==> config.mk <==
export PLATFORM = sky130hd
export DESIGN_NAME = bin_to_bcd_converter
export DESIGN_NICKNAME = d
export VERILOG_FILES = /design/src/rtl/bin_to_bcd_converter.sv
export SDC_FILE = /design/constraint.sdc
export NUM_CORES = 1
export LEC_CHECK = 0
export CAP_MARGIN = 20
export CORE_MARGIN = 3
export CORE_UTILIZATION = 45
export CTS_BUF_LIST = sky130_fd_sc_hd__clkbuf_4 sky130_fd_sc_hd__clkbuf_8 sky130_fd_sc_hd__clkbuf_16
export DETAILED_ROUTE_END_ITERATION = 8
export GPL_TIMING_DRIVEN = 0
export PLACE_DENSITY = 0.76
export SLEW_MARGIN = 20
export SYNTH_ARGS = -nofsm -noshare
export SYNTH_HDL_FRONTEND = slang
export SYNTH_SLANG_ARGS = --single-unit
==> constraint.sdc <==
create_clock -name clk -period 1.9 [get_ports clk]
set_clock_uncertainty 0.1 [all_clocks]
set_input_delay 0.57 -clock clk [delete_from_list [all_inputs] [get_ports clk]]
set_output_delay 0.57 -clock clk [all_outputs]
set_load 0.005 [all_outputs]
==> src/rtl/bin_to_bcd_converter.sv <==
// Sequential double-dabble binary-to-BCD converter with a saturating overflow flag
// and a leading-zero blank mask for the downstream seven-segment display mux.
module bin_to_bcd_converter #(
  parameter int BIN_WIDTH = 16,
  parameter int DIGITS    = 5
) (
  input  logic                  clk,
  input  logic                  reset_n,
  input  logic                  start,
  input  logic [BIN_WIDTH-1:0]  binary,
  output logic                  busy,
  output logic                  done,
  output logic [4*DIGITS-1:0]   bcd,
  output logic [DIGITS-1:0]     blank,
  output logic                  overflow
);

  localparam int SW = 4 * DIGITS;
  localparam int CW = $clog2(BIN_WIDTH + 1);
  localparam logic [DIGITS-1:0] BLANK_RST = {DIGITS{1'b1}} << 1;

  typedef enum logic [1:0] {
    IDLE,
    SHIFT,
    FINISH
  } state_t;

  state_t               state;
  logic [BIN_WIDTH-1:0] shreg;
  logic [SW-1:0]        scratch;
  logic [SW-1:0]        adj;
  logic [SW-1:0]        bcd_next;
  logic [DIGITS-1:0]    blank_next;
  logic [CW-1:0]        cnt;
  logic                 ovf;
  logic                 zero_run;

  // Add-3 correction on every scratch digit before it is doubled by the shift.
  always_comb begin
    adj = scratch;
    for (int i = 0; i < DIGITS; i++) begin
      if (scratch[4*i +: 4] >= 4'd5) begin
        adj[4*i +: 4] = scratch[4*i +: 4] + 4'd3;
      end
    end
  end

  // Result formatting: saturate on overflow, then mark the run of leading zeros.
  always_comb begin
    bcd_next   = ovf ? {DIGITS{4'd9}} : scratch;
    blank_next = '0;
    zero_run   = 1'b1;
    for (int i = DIGITS - 1; i >= 1; i--) begin
      zero_run      = zero_run & (bcd_next[4*i +: 4] == 4'd0);
      blank_next[i] = zero_run;
    end
  end

  always_ff @(posedge clk or negedge reset_n) begin
    if (!reset_n) begin
      state    <= IDLE;
      busy     <= 1'b0;
      done     <= 1'b0;
      bcd      <= '0;
      blank    <= BLANK_RST;
      overflow <= 1'b0;
      shreg    <= '0;
      scratch  <= '0;
      cnt      <= '0;
      ovf      <= 1'b0;
    end else begin
      done <= 1'b0;
      case (state)
        IDLE: begin
          if (start) begin
            shreg   <= binary;
            scratch <= '0;
            ovf     <= 1'b0;
            cnt     <= CW'(BIN_WIDTH);
            busy    <= 1'b1;
            state   <= SHIFT;
          end
        end
        SHIFT: begin
          // A one leaving the top digit means the value cannot fit in DIGITS digits.
          scratch <= {adj[SW-2:0], shreg[BIN_WIDTH-1]};
          shreg   <= shreg << 1;
          ovf     <= ovf | adj[SW-1];
          cnt     <= cnt - CW'(1);
          if (cnt == CW'(1)) begin
            busy  <= 1'b0;
            state <= FINISH;
          end
        end
        FINISH: begin
          bcd      <= bcd_next;
          blank    <= blank_next;
          overflow <= ovf;
          done     <= 1'b1;
          state    <= IDLE;
        end
        default: begin
          busy  <= 1'b0;
          state <= IDLE;
        end
      endcase
    end
  end

endmodule
==> flow_metrics.tcl, run 1 <==
set metrics [dict create \
    numCtsBuffers 9 \
    final_common_cell "dfrtp_1" \
    fill_cells 626 \
    root_buffer "clkbuf_8" \
    design.core.area_um2 7408 \
    drive_above_1_share_pct 12.86 \
    setup_viol 0 \
    cts_hold_buf 0 \
    die_h_um 94.09 \
    wl_um 7840 \
    arrival_ps 1190 \
    cp_max_fo 2 \
    cpPeakStageDelay_ps 500 \
    cts_tree "built" \
    cts_buffer_depth 2 \
    yosysTopAreaCell "dfrtp_1" \
    reg2reg_depth 6 \
    synth_edf_count 0 \
    grtUsageTotal_pct 19.34 \
    status "completed" \
    slew_viol_final 0 \
    syn-num-nets 373 \
    gp_congestion 0.7637 \
    finalPower_mw 6.898 \
    regArea_um2 1782 \
    ant_nets 0 \
    clk_pin_slew_ps 70 \
    dr.pass1.iters 4 \
    antenna_found_initial 0 \
    async_reset_ff_share_pct 100.0 \
    viasPerCell 5.376 \
    path_class "reg -> out" \
    grt_max_degree 38 \
    synth_top_area_share_pct 48.01 \
    path_delay_family "buffers and inverters" \
    synth_area_um2 3492 \
    fin_crit_ps 1860 \
    dp_hpwl_um 5429 \
    num_vias 2747 \
    drc_errors 0 \
    final_hold_viol_count 0 \
    pre_cts_ws_ps 49.71 \
    grt_first_pass_wirelength_um 13360 \
    numPortBuffers 44 \
    grt_pass1_vias 2763 \
    ys.flop_type "dfrtp_1" \
    die_area_um2 8853 \
    cp.depth 1 \
    io_pins 47 \
    rows 31 \
    ys_warn_count 0 \
    cp_cell_sequence "clkdlybuf4s50_1" \
    final_cell_mix "dfrtp_1, nand2_1, o21ai_0" \
    maxSlewHeadroom_pct 65.56 \
    drt_iter0_drc 162 \
    postSynthCellCount 342 \
    clock_latency_ps 340 \
    irDropWorstVdd_mv 0.7215 \
    start_kind "flop" \
    hp-class "in -> async" \
    ys_types 47 \
    routedWlPerCell_um 15.34 \
    fp.dieW_um 94.09 \
    area_growth_pct 26.51 \
    critPathRequiredTime_ps 1230 \
    final_nets 438 \
    avgSynthCellArea_um2 10.21 \
    start_util_pct 47.14 \
    cp_slowest_cell "clkdlybuf4s50_1" \
    holdWs_ps 75.08 \
    htree_levels 3 \
    antenna_cells 0 \
    power_leakage_nw 2.247 \
    yosysSeqAreaShare_pct 51.02 \
    fmax_mhz 537.5 \
    synthTopCellsByArea "dfrtp_1, ha_1, nand2_1" \
    endpoint_kind "output port" \
    fin_util_pct 59.64 \
    path_buf_inv 1 \
    clkSinkCount 71 \
    worst_slew_pin_slew_ps 509.5 \
    setup_tns_ps 0 \
    maxCapViolations 0 \
    powerDensity_nw_per_um2 1561 \
    grt.overflow.total 0 \
    ys_ff_latch 71 \
    layout_setup_ws_ps 39.50 \
    multi_input_area_um2 1538 \
    fin_crit_sh_pct 97.92 \
]
## registers in the layout, summed over array words and instances (netlist names)
name and cells:
blank 4, done 1, overflow 1, state 2
shreg 16, cnt 5, busy 1, bcd 20
scratch 20, ovf 1
## routing by layer
layer / up-vias / wire (µm) / GRT usage, %
met3: 6 / 418 / 6.090
met4: 0 / 77 / 5.295
li1: 1331 / - / -
met5: - / 0 / 0
met1: 1331 / 3515 / 24.60
met2: 79 / 3829 / 31.76
## logic make-up (layout without fill, tap and decap cells)
logic type,after synthesis,after routing,share of synthesized area (%)
AOI/OAI and AO/OA,112,112,21.18
xor gates and xnor gates,11,11,2.759
adders and majority gates,12,12,4.299
buffers and inverters,37,107,4.944
DFF,71,71,51.02
muxes,3,3,0.8599
other,1,1,0.1074
and+or+nand+nor,95,95,14.83
## power breakdown
| group | total, mW | internal [mW] | switching [mW] |
|---|---|---|---|
| Combinational | 2.82 | 1.42 | 1.40 |
| Clock | 1.45 | 0.884 | 0.564 |
| Sequential | 2.63 | 2.11 | 0.527 |
## synthesized netlist by cell type, drive strengths merged (2+ instances only)
library cell  count
clkbuf            8
a211o             2
ha               12
o32ai             4
nor2b            16
a21o              2
buf              14
xnor2             8
nand2b           13
a21oi            18
nor3              2
inv              15
xor2              3
nor2             14
nor4              2
nand2            36
nor4b             2
a22oi            15
o22ai             6
dfstp             4
nand3             4
and2              2
o31ai            11
mux2i             3
dfrtp            67
a22o              3
a32o              8
o21ai            41
## cell type report
class                           count  area share, %
Clock inverter                      6          2.464
Inverter                           15          1.274
Buffer                             22          2.634
Multi-Input combinational cell    234          34.81
Sequential cell                    71          40.33
Tap cell                           99          2.804
Clock buffer                       10          2.974
Timing Repair Buffer               54          12.72
## per-stage QoR
stage          cell area (µm²)  std cells
2_1_floorplan             3492        342
5_1_grt                   4418        511
3_5_place_dp              4074        486
6_report                  4418        511
4_1_cts                   4305        502
3_3_place_gp              4056        485
## repair_timing
item / in CTS / in global routing
resized for setup: 7 / 18
setup endpoints to repair: 7 / 19
setup buffers: 0 / 9
pin swaps: 0 / 0
## worst paths after layout
check | from | end | slack [ps]
worst min register to register | overflow | overflow | 380
max in group asynchronous | reset_n | blank[3] | 1010
min in group clk | overflow | overflow | 380
worst max register to register | scratch[0] | scratch[2] | 160
worst min-delay path | reset_n | bcd[15] | 80
worst max-delay path | bcd[8] | bcd[8] | 40
No activity file was read; power rests on OpenSTA's default activity.
==> inputs of run 2 (changes only) <==
--- a/config.mk
+++ b/config.mk
@@ -5,14 +5,16 @@
 export SDC_FILE = /design/constraint.sdc
 export NUM_CORES = 1
 export LEC_CHECK = 0
+export ABC_AREA = 1
 export CAP_MARGIN = 20
-export CORE_MARGIN = 3
+export CORE_MARGIN = 1
 export CORE_UTILIZATION = 45
 export CTS_BUF_LIST = sky130_fd_sc_hd__clkbuf_4 sky130_fd_sc_hd__clkbuf_8 sky130_fd_sc_hd__clkbuf_16
 export DETAILED_ROUTE_END_ITERATION = 8
 export GPL_TIMING_DRIVEN = 0
-export PLACE_DENSITY = 0.76
+export PLACE_DENSITY = 0.77
 export SLEW_MARGIN = 20
 export SYNTH_ARGS = -nofsm -noshare
 export SYNTH_HDL_FRONTEND = slang
 export SYNTH_SLANG_ARGS = --single-unit
+export TNS_END_PERCENT = 20
==> run 2 against run 1 <==
Compared with the run above: register-to-register slack improved by 160 ps; via count increased by 4.3%; critical path depth unchanged; worst setup slack got worse by 17 ps; critical endpoint is now busy.
==> flow_metrics.tcl, run 2 <==
set metrics [dict create \
    status "completed" \
    p_sw_mw 2.503 \
    grtUsageTotal_pct 20.19 \
    synth_xor_area_share_pct 0 \
    ys.flop_type "dfrtp_1" \
    wl_um 7227 \
    p_seq_share_pct 41.3 \
    arrival_ps 1210 \
    fin_cells 571 \
    dp_hpwl_um 5133 \
    yosys.area_share.adder_pct 4.464 \
    root_buffer "clkbuf_8" \
    reg_top3 "bcd (20), scratch (20), shreg (16)" \
    synthTopCellsByArea "dfrtp_1, nand2_1, o21ai_0" \
    cp_cell_sequence "clkdlybuf4s50_1" \
    grt_pass1_vias 2649 \
    design.core.area_um2 7253 \
    layout_setup_ws_ps 22.78 \
    gp_congestion 0.7932 \
    avgSynthCellArea_um2 8.203 \
    critPathRequiredTime_ps 1230 \
    maxSlewHeadroom_pct 66.52 \
    start_util_pct 46.37 \
    fin_crit_sh_pct 98.80 \
    drc_errors 0 \
    ys_types 26 \
    yosysSeqAreaShare_pct 52.98 \
    synth-compound-area-share_pct 8.631 \
    grt.overflow.total 0 \
    endpoint_kind "output port" \
    pre_cts_ws_ps -30.34 \
    final_nets 498 \
    holdWs_ps 58.80 \
    ys_warn_count 0 \
    cp_max_fo 2 \
    dp.cells 555 \
    async_reset_ff_share_pct 100.0 \
    muxShareOfSynthArea_pct 0 \
    setup_tns_ps 0 \
    regToRegStartpoint "state[0]" \
    synth_top_family_by_area "simple AND/OR/NAND/NOR gates" \
    grt_max_degree 41 \
    cts_buffer_depth 2 \
    crit_start "busy" \
    intPower_mw 3.742 \
    path_buf_inv 1 \
    synth_common_cells "nand2_1, dfrtp_1, o21ai_0" \
    viasPerCell 5.019 \
    dpl-instance-area_um2 3955 \
    numCtsBuffers 9 \
    fill_cells 664 \
    finalPower_mw 6.245 \
    fmax_mhz 532.7 \
    powerDensity_nw_per_um2 1506 \
    synth_area_um2 3363 \
    die_area_um2 7823 \
    postSynthCellCount 410 \
    fp.dieW_um 88.45 \
    routedWlPerCell_um 12.66 \
    drive_above_1_share_pct 9.322 \
    cp_slowest_cell "clkdlybuf4s50_1" \
    ant_nets 0 \
    final_area_um2 4146 \
    hp-class "in -> async" \
    sw_frac_of_total_pct 40.09 \
    rows 31 \
    start_kind "flop" \
    yosysTopAreaCell "dfrtp_1" \
    antenna_cells 0 \
    final_cell_mix "nand2_1, dfrtp_1, o21ai_0" \
    path_class "reg -> out" \
    ys_ff_latch 71 \
    synth-simple-area-share_pct 27.23 \
    setup_viol 0 \
    drt_iter0_drc 185 \
    path_delay_family "buffers and inverters" \
    r2r_setup_slack_ps 320 \
    p_clk_share_pct 17.8 \
    fin_crit_ps 1877 \
    htree_levels 3 \
    maxCapViolations 0 \
    post-synth-top-count-cell "nand2_1" \
    clock_latency_ps 340 \
    antenna_found_initial 0 \
    area_growth_pct 23.29 \
    io_pins 47 \
    final_common_cell "nand2_1" \
    slew_viol_final 0 \
    clkSinkCount 71 \
    num_vias 2866 \
    rsz0062_at_grt "false" \
    syn-num-nets 441 \
    power_frac_comb_pct 40.8 \
    die_h_um 88.45 \
    fin_util_pct 57.17 \
    dr.pass1.iters 5 \
    numPortBuffers 45 \
    cts_setup_buffers 0 \
    cts_tree "built" \
    irDropWorstVdd_mv 0.5915 \
    synth_edf_count 0 \
    grt_first_pass_wirelength_um 12070 \
    cpPeakStageDelay_ps 500 \
    clk_pin_slew_ps 70 \
    synth_top_area_share_pct 49.85 \
    power_leakage_nw 2.091 \
    final_hold_viol_count 0 \
    worst_slew_pin_slew_ps 502.2 \
]
## run 2: layout make-up
class	count	area, µm²	area share, %
Sequential cell	71	1782	42.97
Multi-Input combinational cell	289	1360	32.80
Timing Repair Buffer	46	479.2	11.56
Clock buffer	15	175.2	4.224
Inverter	38	143.9	3.470
Tap cell	99	123.9	2.987
Buffer	12	77.57	1.871
Clock inverter	1	5.005	0.1207
## run 2: worst reg2reg max path, stage by stage (launching register included)
cell and delay (ps):
dfrtp_1 430, nor2_4 240, inv_2 90, nor2_4 220, inv_1 210, o21ai_0 210
## run 2: logic make-up after synthesis
| logic type | count (synthesis) |
|---|---|
| AOI/OAI and AO/OA | 55 |
| adders and majority gates | 12 |
| and+or+nand+nor | 221 |
| buffers and inverters | 50 |
| other | 1 |
| DFF | 71 |
## run 2: final timing paths
| path | cells past startpoint | end |
|---|---|---|
| min in group clk | 2 | blank[1] |
| min | 1 | scratch[10] |
| max | 1 | busy |
| max in group asynchronous | 2 | blank[4] |
| min reg2reg | 2 | blank[1] |
| max reg2reg | 5 | bcd[14] |
## run 2: timing repair
item / 4_1_cts / 5_1_grt
endpoints found under the hold margin: 0 / 0
hold buffers: 0 / 0
endpoints found under the setup margin: 5 / 7
resized for setup: 5 / 7
## run 2: metal layers
layer / part of all wire (%) / vias to the layer above / global-route usage, %
met5: 0 / - / 0
met4: 1.4 / 0 / 7.185
met3: 4.9 / 12 / 3.265
met2: 48 / 82 / 33.78
met1: 45 / 1348 / 26.66
li1: - / 1424 / -
## run 2: power by group through the flow
stage	clock network (mW)	registers, mW	logic, mW
2_1_floorplan	0	2.50	1.74
3_3_place_gp	0	2.57	2.46
3_5_place_dp	0	2.60	2.58
4_1_cts	1.13	2.58	2.59
5_1_grt	1.18	2.66	2.97
6_report	1.11	2.58	2.55
